### src/rtl/booth_operand_issuer.sv
// booth_operand_issuer: operand FIFO and issue sequencer in front of booth_multiplier.
// Operand pairs are queued, issued one at a time with a single-cycle start pulse,
// and each product is held on a valid/ready result stream until it is taken.
// Optional watchdog: define BOOTH_ISSUER_TIMEOUT_EN to abort multiplies that never finish.
module booth_operand_issuer #(
  parameter int WIDTH_INPUT    = 16,
  parameter int WIDTH_OUTPUT   = 32,
  parameter int FIFO_DEPTH     = 4,
  parameter int TIMEOUT_CYCLES = 20
) (
  input  logic                          clk,
  input  logic                          reset,
  input  logic                          op_valid,
  output logic                          op_ready,
  input  logic [WIDTH_INPUT-1:0]        op_a,
  input  logic [WIDTH_INPUT-1:0]        op_b,
  output logic [WIDTH_INPUT-1:0]        mul_in_a,
  output logic [WIDTH_INPUT-1:0]        mul_in_b,
  output logic                          mul_valid_in,
  input  logic                          mul_valid_out,
  input  logic [WIDTH_OUTPUT-1:0]       mul_product,
  output logic                          res_valid,
  input  logic                          res_ready,
  output logic [WIDTH_OUTPUT-1:0]       res_product,
  output logic [$clog2(FIFO_DEPTH):0]   fifo_count,
  output logic                          busy,
  output logic                          timeout_err
);

  localparam int PTR_W = $clog2(FIFO_DEPTH);
  localparam int CNT_W = PTR_W + 1;

  localparam logic [1:0] ST_IDLE  = 2'd0;
  localparam logic [1:0] ST_ISSUE = 2'd1;
  localparam logic [1:0] ST_WAIT  = 2'd2;

  // Catch illegal parameter combinations at elaboration
  if (WIDTH_OUTPUT != 2 * WIDTH_INPUT) begin : g_bad_width
    $error("booth_operand_issuer: WIDTH_OUTPUT must be 2*WIDTH_INPUT");
  end
  if ((FIFO_DEPTH < 2) || ((1 << PTR_W) != FIFO_DEPTH)) begin : g_bad_depth
    $error("booth_operand_issuer: FIFO_DEPTH must be a power of two >= 2");
  end
  if (TIMEOUT_CYCLES < 1) begin : g_bad_timeout
    $error("booth_operand_issuer: TIMEOUT_CYCLES must be >= 1");
  end

  logic [1:0]              state_q, state_d;
  logic [WIDTH_INPUT-1:0]  fifo_a_q [FIFO_DEPTH];
  logic [WIDTH_INPUT-1:0]  fifo_b_q [FIFO_DEPTH];
  logic [PTR_W-1:0]        wr_ptr_q, wr_ptr_d;
  logic [PTR_W-1:0]        rd_ptr_q, rd_ptr_d;
  logic [CNT_W-1:0]        count_q, count_d;
  logic [WIDTH_INPUT-1:0]  mul_in_a_q, mul_in_a_d;
  logic [WIDTH_INPUT-1:0]  mul_in_b_q, mul_in_b_d;
  logic                    res_valid_q, res_valid_d;
  logic [WIDTH_OUTPUT-1:0] res_product_q, res_product_d;
  logic                    push;
  logic                    pop;
  logic                    capture;
  logic                    slot_free;
  logic                    wd_expire;

  assign op_ready  = reset && (count_q != CNT_W'(FIFO_DEPTH));
  assign push      = op_valid && op_ready;
  assign slot_free = !res_valid_q || res_ready;

  // Issue sequencer: pop into the operand registers, pulse start, wait for done
  always_comb begin
    state_d       = state_q;
    mul_in_a_d    = mul_in_a_q;
    mul_in_b_d    = mul_in_b_q;
    res_product_d = res_product_q;
    pop           = 1'b0;
    capture       = 1'b0;
    case (state_q)
      ST_IDLE: begin
        if ((count_q != '0) && slot_free) begin
          pop        = 1'b1;
          mul_in_a_d = fifo_a_q[rd_ptr_q];
          mul_in_b_d = fifo_b_q[rd_ptr_q];
          state_d    = ST_ISSUE;
        end
      end
      ST_ISSUE: begin
        state_d = ST_WAIT;
      end
      ST_WAIT: begin
        if (mul_valid_out) begin
          capture       = 1'b1;
          res_product_d = mul_product;
          state_d       = ST_IDLE;
        end else if (wd_expire) begin
          state_d = ST_IDLE;
        end
      end
      default: begin
        state_d = ST_IDLE;
      end
    endcase
    res_valid_d = res_valid_q;
    if (res_valid_q && res_ready) begin
      res_valid_d = 1'b0;
    end
    if (capture) begin
      res_valid_d = 1'b1;
    end
  end

  // FIFO pointer and occupancy bookkeeping
  always_comb begin
    wr_ptr_d = wr_ptr_q;
    rd_ptr_d = rd_ptr_q;
    count_d  = count_q;
    if (push) begin
      wr_ptr_d = wr_ptr_q + PTR_W'(1);
    end
    if (pop) begin
      rd_ptr_d = rd_ptr_q + PTR_W'(1);
    end
    case ({push, pop})
      2'b10:   count_d = count_q + CNT_W'(1);
      2'b01:   count_d = count_q - CNT_W'(1);
      default: count_d = count_q;
    endcase
  end

  // FIFO storage; contents are don't-care once the pointers are reset
  always_ff @(posedge clk) begin
    if (push) begin
      fifo_a_q[wr_ptr_q] <= op_a;
      fifo_b_q[wr_ptr_q] <= op_b;
    end
  end

  // Control and output registers with synchronous active-low reset
  always_ff @(posedge clk) begin
    if (!reset) begin
      state_q       <= ST_IDLE;
      wr_ptr_q      <= '0;
      rd_ptr_q      <= '0;
      count_q       <= '0;
      mul_in_a_q    <= '0;
      mul_in_b_q    <= '0;
      res_valid_q   <= 1'b0;
      res_product_q <= '0;
    end else begin
      state_q       <= state_d;
      wr_ptr_q      <= wr_ptr_d;
      rd_ptr_q      <= rd_ptr_d;
      count_q       <= count_d;
      mul_in_a_q    <= mul_in_a_d;
      mul_in_b_q    <= mul_in_b_d;
      res_valid_q   <= res_valid_d;
      res_product_q <= res_product_d;
    end
  end

`ifdef BOOTH_ISSUER_TIMEOUT_EN
  localparam int WD_W = $clog2(TIMEOUT_CYCLES + 1);

  logic [WD_W-1:0] wd_cnt_q, wd_cnt_d;
  logic            timeout_err_q, timeout_err_d;

  // Fires on the edge where the WAIT count would reach TIMEOUT_CYCLES
  assign wd_expire = (state_q == ST_WAIT) && (wd_cnt_q == WD_W'(TIMEOUT_CYCLES - 1));

  // Watchdog count restarts on WAIT entry; a product on the expiry edge wins
  always_comb begin
    wd_cnt_d      = wd_cnt_q;
    timeout_err_d = timeout_err_q;
    if (state_q == ST_ISSUE) begin
      wd_cnt_d = '0;
    end else if (state_q == ST_WAIT) begin
      wd_cnt_d = wd_cnt_q + WD_W'(1);
    end
    if (wd_expire && !mul_valid_out) begin
      timeout_err_d = 1'b1;
    end
  end

  // Watchdog registers; the error flag is sticky until reset
  always_ff @(posedge clk) begin
    if (!reset) begin
      wd_cnt_q      <= '0;
      timeout_err_q <= 1'b0;
    end else begin
      wd_cnt_q      <= wd_cnt_d;
      timeout_err_q <= timeout_err_d;
    end
  end

  assign timeout_err = timeout_err_q;
`else
  assign wd_expire   = 1'b0;
  assign timeout_err = 1'b0;
`endif

  assign mul_in_a     = mul_in_a_q;
  assign mul_in_b     = mul_in_b_q;
  assign mul_valid_in = (state_q == ST_ISSUE);
  assign res_valid    = res_valid_q;
  assign res_product  = res_product_q;
  assign fifo_count   = count_q;
  assign busy         = (state_q != ST_IDLE);

endmodule

### config.mk
export PLATFORM = sky130hd
export DESIGN_NAME = booth_operand_issuer
export DESIGN_NICKNAME = d
export VERILOG_FILES = /design/src/rtl/booth_operand_issuer.sv
export SDC_FILE = /design/constraint.sdc
export NUM_CORES = 1
export LEC_CHECK = 0
export BUFFER_PORTS_ARGS = -buffer_cell sky130_fd_sc_hd__buf_2
export CORE_AREA = 2 2 149 151
export DETAILED_ROUTE_END_ITERATION = 12
export DIE_AREA = 0 0 151 153
export GPL_TIMING_DRIVEN = 0
export SYNTH_ARGS = -nofsm -noshare
export SYNTH_HDL_FRONTEND = slang
export SYNTH_SLANG_ARGS = --single-unit
### constraint.sdc
create_clock -name clk -period 3.1 [get_ports clk]
set_clock_uncertainty 0.05 [all_clocks]
set_input_delay 0 -clock clk [delete_from_list [all_inputs] [get_ports clk]]
set_output_delay 0 -clock clk [all_outputs]
set_load 0.02 [all_outputs]
Yosys cells after proc, flatten, opt, wreduce, memory -nomap -nowiden
Memories as Yosys holds them, arrays and structs flattened. A register that Yosys moved wholly into a read port is not among the register bits.
Cells that the tools add are included.
- logic and storage cells: 47
- memories kept: 2
- bits of input ports: 69
- output and inout port bits: 72
- register bits: 42
- bits in writable memories: 128
- reductions and logical operators: 16
- muxes and demuxes: 12
- add/subtract/negate cells: 4
- equal/unequal tests: 7
- memories (memory ; depth ; width ; rd ports ; clocked after memory_dff ; wr ports ; line ; text):
    fifo_a_q ; 4 ; 16 ; 1 ; 1 ; 1 ; 49 ; logic [WIDTH_INPUT-1:0] fifo_a_q [FIFO_DEPTH];
    fifo_b_q ; 4 ; 16 ; 1 ; 1 ; 1 ; 50 ; logic [WIDTH_INPUT-1:0] fifo_b_q [FIFO_DEPTH];
- operators by type and width (operator ; number):
    $mux 1 ; 8
    $pmux 2 s3 ; 1
    $pmux 3 s2 ; 1
    $reduce_and 2->1 ; 3
    $reduce_bool 2->1 ; 3
    $add 2x1->2 const B ; 2
    $eq 2x1->1 const B ; 2
    $eq 2x2->1 const B ; 2
    $logic_and 1x1->1 ; 4
    $mux 2 ; 2
    $ne 2x2->1 const B ; 2
    $add 3x1->3 const B ; 1
    $logic_not 1->1 ; 3
    $ne 3x3->1 const B ; 1
    $reduce_bool 3->1 ; 1
    $sub 3x1->3 const B ; 1
    $logic_not 2->1 ; 1
    $logic_or 1x1->1 ; 1

Longest topological paths before layout
Gate-level depths: netlist of the first run.
- depth after elaboration: 7
- gate-level depth with buffers: 9
- mapped depth without buffers: 8

Least setup slack after synthesis of the first run
OpenSTA, ideal clock, no wires.
- path kind: reg-to-reg
- start point: register count_q[0], in the netlist fifo_count[0]
- end point: register count_q[2], in the netlist fifo_count[2]
- clock period less this slack: 2.402 ns
- setup time: 0.070 ns
- data arrival time: 2.282 ns
- setup slack: 0.698 ns
- buffers on the path: 0
- data required time: 2.980 ns
- stages on the path, launching flop included: 9
- path through: dfxtp_1 -> nor2_1 -> a211oi_2 -> inv_1 -> ha_1 -> fa_1 -> xnor2_1 -> or3_1 -> a21oi_1
- word-level cells in the longest chain between the ends: 6
- elaborated cells on any way between the ends: 13
- classes of those cells: add/sub: 2; eq/ne: 3; mux: 3; reduce/logical: 5
- ends and longest elaborated chain (item ; line ; text):
    from (decl) ; 53 ; logic [CNT_W-1:0] count_q, count_d;
    from (signal assigned) ; 151 ; count_q <= count_d;
    $reduce_bool 3->1 ; 78 ; if ((count_q != '0) && slot_free) begin
    $logic_and 1x1->1 ; 78 ;
    $mux 1 ; 78 ;
    $mux 1 ; 76 ; case (state_q)
    $eq 2x1->1 or $eq 2x2->1 (tied branches) ; 121 ; case ({push, pop})
    $pmux 3 s2 or $reduce_bool 2->1 (tied branches) ; - ;
Several ways; a longest one is shown, not always the timed one.
A chain may end at the register's enable or synchronous reset.

Worst setup path after layout of the first run
- start point: register count_q[2], in the netlist fifo_count[2]
- end point: register count_q[2], in the netlist fifo_count[2]
- word-level cells in the longest chain between the ends: 6
- elaborated cells on any way between the ends: 13
- classes of those cells: add/sub: 2; eq/ne: 3; mux: 3; reduce/logical: 5
- ends and longest elaborated chain (item ; line ; text):
    $reduce_bool 3->1 (*) ; 78 ;
    $logic_and 1x1->1 (*) ; 78 ;
    $mux 1 (*) ; 78 ;
    $mux 1 (*) ; 76 ;
    net pop ; 59 ; logic pop;
    $eq 2x1->1 or $eq 2x2->1 (tied branches) ; 121 ;
    $pmux 3 s2 or $reduce_bool 2->1 (tied branches) ; - ;
The timed path passes the listed nets; every way through them passes the cells marked *.

==> metrics.yaml, run 1 <==
power_and_ir_drop:
  p_int_w: 0.00536
  pwr-share-comb_pct: 26.2
  pwr-share-clk_pct: 28.9
  peakVddDrop_mv: 0.344
  power_density_mw_per_mm2: 781
  swShare_pct: 30.3
  power_switching_w: 0.00233
  power.leakage_nw: 3.63
  sequentialPowerShare_pct: 44.9
cts:
  clockBufferDepth: 3
  cts_tree: "yes"
  cts_resized: 0
  cts-buffers-inserted: 21
  cts.sinks: 202
  clk_pin_slew_ns: 0.06
  cts_setup_buffers: 0
  htree_levels: 1
  ctsHoldBuffers: 69
  clockRootBuffer: "clkbuf_16"
  clkLatencyLatePin_ns: 0.49
global_route:
  antenna_found_initial: 0
  grt_pass1_vias: 4719
  grt.total_usage_pct: 14.0
  overflow: 0
  grt_start_max_net_pins: 28
  grt_pass1_wl_um: 25000
sta:
  max_freq_mhz: 371
  slew_headroom_pct: 52.5
  setup_tns_ns: 0
  slew_viol_final: 0
  finalCritPeriodShare_pct: 86.9
  rsz0062_at_grt: "false"
  finalSetupViolCount: 0
  fin_crit_ns: 2.69
  hold_viol: 0
  worst_slew_pin_slew_ns: 0.712
critical_path:
  critPathBufInv: 1
  crit_chain: "nor3_2, nor3_2, buf_2, ha_1, fa_1, xnor2_1, or3_1, a21oi_1"
  startpoint: "fifo_count[2]"
  rr_worst_depth: 8
  crit_cells: 8
  ff2ff_setup_slack_ns: 0.41
  crit_path_max_fanout: 10
  cp-endpoint: "fifo_count[2]"
  arrival_ns: 3.05
  r2r_start: "fifo_count[2]"
  max_stage_delay_ns: 0.46
  cpLargestDelayFamily: "simple AND/OR/NAND/NOR gates"
  cp_slowest_cell: "nor3_2"
  criticalPathCategory: "register to register"
  cp-end-kind: "register"
  cp-start-kind: "register"
  cpMostUsedCell: "nor3_2"
  required_ns: 3.45
  r2r-end: "fifo_count[2]"
synthesis:
  async_flop_share_pct: 0
  yosys_register_bits: 202
  synth-edff-count: 128
  ys_seq_area_share_pct: 72.0
  syn-cell-area_mm2: 0.00740
  syn_inst: 477
  synth_cell_types: 34
  synthFlopType: "edfxtp_1"
  ys_warn_count: 0
  synth_fp_nets: 552
  syn_avg_cell_area_um2: 15.5
routing:
  drt_pass1_iterations: 5
  wire_per_inst_um: 16.3
  drt_wl_total_um: 16400
  drc_errors: 0
  vias: 4650
  vias_per_cell: 4.62
  ant_nets: 0
  drtIter0Drc: 179
floorplanning:
  die_area_mm2: 0.0231
  coreArea_mm2: 0.0215
  start_util_pct: 34.4
  rows: 54
  die_width_um: 151
  chipHeight_um: 153
  pin_count: 141
layout:
  layout_common_cells: "147 x buf_2, 128 x edfxtp_1, 99 x nand2_1"
  final_nets: 786
  stdcell_count: 1006
  post_route_cells_drive_above_1_share_pct: 31.1
  layout_commonest_cell: "buf_2"
  syn2layout_area_growth_pct: 33.0
  diodes: 0
  final_util_pct: 45.8
  fin_area_mm2: 0.00984
placed_design:
  numPortBuffers: 138
  dp_hpwl_um: 11000
  placed_area_mm2: 0.00854
  numPlacedInstances: 899
  routabilityCongestion: 0.761
hold_path:
  hp-class: "primary input to register"
flow_run:
  max_cap_viol_count: 0
run_status:
  status: "completed"
==> power by group through the flow <==
stage	Clock, W	Combinational [W]	Sequential, W
finish	0.00222	0.00202	0.00345
global route	0.00239	0.00219	0.00349
CTS	0.00229	0.00206	0.00346
detailed placement	0	0.00198	0.00351
global placement	0	0.00191	0.00350
floorplan	0	0.000986	0.00379
==> through the flow <==
stage,total power (W),hold WS (ns),worst slack (ns)
2_1_floorplan,0.00477,0.0489,0.698
3_3_place_gp,0.00541,0.163,0.113
3_5_place_dp,0.00549,0.166,0.441
4_1_cts,0.00780,0.193,0.413
5_1_grt,0.00807,0.209,0.260
6_report,0.00769,0.204,0.406
==> state kept, by name, summed over array words and instances (netlist names) <==
register,count
fifo_a_q,64
state_q,2
rd_ptr_q,2
mul_in_b,16
fifo_b_q,64
res_product,32
fifo_count,3
wr_ptr_q,2
res_valid,1
mul_in_a,16
==> final cells by class <==
| cell class | count | area, µm² |
|---|---|---|
| Clock buffer | 28 | 562 |
| Timing Repair Buffer | 211 | 1480 |
| Buffer | 31 | 165 |
| Clock inverter | 10 | 50.0 |
| Sequential cell | 202 | 5330 |
| Fill cell | 1915 | 11600 |
| Multi-Input combinational cell | 238 | 1890 |
| Inverter | 6 | 22.5 |
| Tap cell | 280 | 350 |
==> synthesized netlist by cell type, types with 2 or more instances <==
| library cell | count | share of area [%] |
|---|---|---|
| edfxtp_1 | 128 | 52 |
| nand2_1 | 99 | 5.0 |
| dfxtp_1 | 74 | 20 |
| a21oi_1 | 36 | 2.4 |
| mux4_2 | 32 | 9.7 |
| o2bb2ai_1 | 32 | 3.8 |
| clkbuf_1 | 14 | 0.71 |
| buf_2 | 9 | 0.61 |
| inv_1 | 6 | 0.30 |
| ha_1 | 5 | 0.85 |
| nor2_1 | 5 | 0.25 |
| and2_1 | 4 | 0.34 |
| buf_6 | 4 | 0.61 |
| mux2i_1 | 4 | 0.54 |
| buf_1 | 2 | 0.10 |
| buf_4 | 2 | 0.20 |
| nand2b_1 | 2 | 0.17 |
| nor2b_1 | 2 | 0.17 |
| nor3_2 | 2 | 0.27 |
==> worst register-to-register path: stages (launching register included) <==
cell,delay (ns)
dfxtp_1,0.37
nor3_2,0.46
nor3_2,0.17
buf_2,0.25
ha_1,0.26
fa_1,0.40
xnor2_1,0.15
or3_1,0.33
a21oi_1,0.18
==> metal layers <==
layer / GRT usage, % / up-vias / routed length (µm)
met3: 2.66 / 19 / 882
met1: 16.6 / 2264 / 6810
met5: 0 / - / 0
met4: 3.52 / 0 / 244
met2: 25.8 / 130 / 8500
li1: - / 2237 / -
==> kinds of logic (layout without fill, tap and decap cells) <==
family | count (synthesis) | in the layout | share of synthesized area (%)
other cells | 1 | 1 | 0.0507
buf+inv | 37 | 286 | 2.54
simple gates | 122 | 122 | 7.22
compound gates | 71 | 71 | 6.56
fa+ha+maj | 6 | 6 | 1.12
mux | 36 | 36 | 10.3
xor+xnor | 2 | 2 | 0.237
flops | 202 | 202 | 72.0
==> worst min-delay path by stage <==
stage                  start               to  slack [ns]  cells past startpoint
CTS                 op_b[15]  fifo_b_q[1][15]        0.19                      2
finish               op_b[8]   fifo_b_q[2][8]        0.20                      2
global route         op_b[4]   fifo_b_q[2][4]        0.21                      2
floorplan            op_a[0]   fifo_a_q[0][0]        0.05                      0
detailed placement  op_b[15]  fifo_b_q[1][15]        0.17                      1
global placement     op_b[3]   fifo_b_q[2][3]        0.16                      1
No activity file was read; power rests on OpenSTA's default activity.
==> run 2: changes to the inputs <==
ABC_AREA = 1   (was not set)
CORE_AREA = 4 4 161 163   (was 2 2 149 151)
DIE_AREA = 0 0 165 167   (was 0 0 151 153)
RECOVER_POWER = 25   (was not set)
==> run 2 against run 1 <==
Power grew 14%. Hold slack gained 0.021 ns. Global-route usage grew 0.92 points. Wire length grew 27%. First-iteration DRC count grew 93%. Highest routed layer unchanged.
==> metrics.yaml, run 2 <==
sta:
  max_freq_mhz: 401
  fin_crit_ns: 2.49
  slew_headroom_pct: 57.6
  slew_viol_final: 0
  post-route-worst-setup-slack_ns: 0.606
  worst_slew_pin_slew_ns: 0.636
  rsz0062_at_grt: "false"
  finalCritPeriodShare_pct: 80.4
  hold_viol: 0
  finalSetupViolCount: 0
routing:
  vias: 6419
  drc_errors: 0
  vias_per_cell: 4.27
  drtIter0Drc: 346
  drt_wl_total_um: 20800
  ant_nets: 0
  drt_pass1_iterations: 5
  wire_per_inst_um: 13.8
placed_design:
  numPortBuffers: 138
  dp_hpwl_um: 13800
  routabilityCongestion: 0.752
  place_ws_ns: 0.602
  placed_area_mm2: 0.00966
  numPlacedInstances: 1393
synthesis:
  synth_fp_nets: 1002
  yosysTopAreaCell: "edfxtp_1"
  synthXorXnorAreaFrac_pct: 0.104
  ys_seq_area_share_pct: 63.1
  synth_cell_types: 26
  synthFlopType: "edfxtp_1"
  yosys-top-cells-count: "237 x nand2_1, 205 x inv_1, 128 x edfxtp_1, 80 x nor2_1, 74 x dfxtp_1"
  synth.most_common_cell: "nand2_1"
  synth_top_area_share_pct: 45.6
  syn_inst: 927
  async_flop_share_pct: 0
  yosys_register_bits: 202
  synth.area.top_cells: "edfxtp_1 46%, dfxtp_1 18%, nand2_1 11%"
  ys_warn_count: 0
  synth_adder_area_share_pct: 0.979
  synth_top_family_by_area: "simple AND/OR/NAND/NOR gates"
  synth-edff-count: 128
  synth_simple_gate_area_share_pct: 18.8
  synth_compound_area_share_pct: 4.20
  syn-cell-area_mm2: 0.00844
  syn_avg_cell_area_um2: 9.10
  muxShareOfSynthArea_pct: 0
critical_path:
  required_ns: 3.45
  crit_path_max_fanout: 7
  cp-start-kind: "register"
  cp-end-kind: "register"
  criticalPathCategory: "register to register"
  arrival_ns: 2.84
power_and_ir_drop:
  power.leakage_nw: 5.11
  pwr-share-clk_pct: 29.5
  pwr-share-comb_pct: 32.4
  swShare_pct: 34.4
  power_switching_w: 0.00300
  p_int_w: 0.00574
  peakVddDrop_mv: 0.440
  sequentialPowerShare_pct: 38.0
  power_density_mw_per_mm2: 792
cts:
  cts-buffers-inserted: 22
  clkLatencyLatePin_ns: 0.50
  clk_pin_slew_ns: 0.06
  cts_tree: "yes"
  htree_levels: 1
  cts.sinks: 202
  clockRootBuffer: "clkbuf_16"
  cts_setup_buffers: 0
  clockBufferDepth: 3
  cts_resized: 0
hold_path:
  hp-class: "primary input to register"
layout:
  syn2layout_area_growth_pct: 30.7
  fin_area_mm2: 0.0110
  post_route_cells_drive_above_1_share_pct: 16.1
  stdcell_count: 1502
  final_nets: 1236
  final_util_pct: 45.3
  layout_commonest_cell: "nand2_1"
  fillers: 2281
  layout_common_cells: "237 x nand2_1, 205 x inv_1, 129 x buf_2"
floorplanning:
  rows: 57
  pin_count: 141
  chipHeight_um: 167
  coreArea_mm2: 0.0243
  start_util_pct: 34.7
  die_area_mm2: 0.0276
  die_width_um: 165
global_route:
  grt_start_max_net_pins: 24
  grt.total_usage_pct: 14.9
  overflow: 0
  use_met1_pct: 18.3
  gr-usage-met3_pct: 3.14
  grt_pass1_vias: 6275
  grt_pass1_wl_um: 32700
  top_usage_layer: "met2"
  antenna_found_initial: 1
  use_met2_pct: 26.4
run_status:
  status: "completed"
flow_run:
  max_cap_viol_count: 0
run 2: cell families after synthesis:
group,count (synthesis)
AO/OA/AOI/OAI,70
XOR/XNOR,1
adder cells (fa/ha/maj),6
buffers and inverters,253
flip-flops,202
other,1
AND/OR/NAND/NOR,394
run 2: worst paths after layout:
path                         from         endpoint  slack (ns)  cells past startpoint
hold reg to reg   res_product[24]  res_product[24]        0.39                      2
setup reg to reg    fifo_count[0]    fifo_count[2]        0.61                      8
setup / recovery    fifo_count[0]    fifo_count[2]        0.61                      8
hold / removal            op_b[4]   fifo_b_q[3][4]        0.23                      2
run 2: layout make-up:
cell class	instances	area, µm²	area share, %
Sequential cell	202	5330	48.3
Multi-Input combinational cell	472	2070	18.7
Timing Repair Buffer	210	1430	13.0
Inverter	208	781	7.08
Clock buffer	37	679	6.16
Tap cell	324	405	3.68
Buffer	45	295	2.68
Clock inverter	3	40.0	0.363
Antenna cell	1	2.50	0.0227
run 2: metrics by stage:
step / hold slack, ns / TNS [ns] / total power [W]
after global routing: 0.246 / 0 / 0.00934
after floorplan: 0.0489 / 0 / 0.00527
after detailed placement: 0.167 / 0 / 0.00618
after CTS: 0.178 / 0 / 0.00886
after global placement: 0.164 / -109.69 / 0.00612
final: 0.226 / 0 / 0.00874
run 2: timing repair:
| item | CTS | global route |
|---|---|---|
| hold buffers | 68 | 0 |
| hold endpoints to repair | 167 | 0 |
| endpoints found under the setup margin | 0 | 0 |
run 2: per-layer routing:
metal / part of all wire [%] / up-vias / routed length [µm]
met5: 0 / - / 0
met4: 1.7 / 0 / 360
met3: 5.7 / 29 / 1190
met2: 49 / 143 / 10300
met1: 43 / 2940 / 8980
li1: - / 3307 / -
run 2: power by group through the flow:
stage                     sequential (W)  combinational (W)  clock [W]
after CTS                        0.00333            0.00289    0.00265
after global placement           0.00338            0.00274          0
after floorplan                  0.00364            0.00164          0
after global routing             0.00336            0.00322    0.00275
after detailed placement         0.00338            0.00280          0
final                            0.00332            0.00283    0.00258
run 2: critical path, stage by stage (launching register included):
cell and delay (ns):
dfxtp_1 0.44, nor2_2 0.09, nand2_1 0.09, nand3_1 0.39, ha_1 0.44, fa_1 0.39, or2_2 0.32, a31oi_1 0.14
nor2_1 0.05
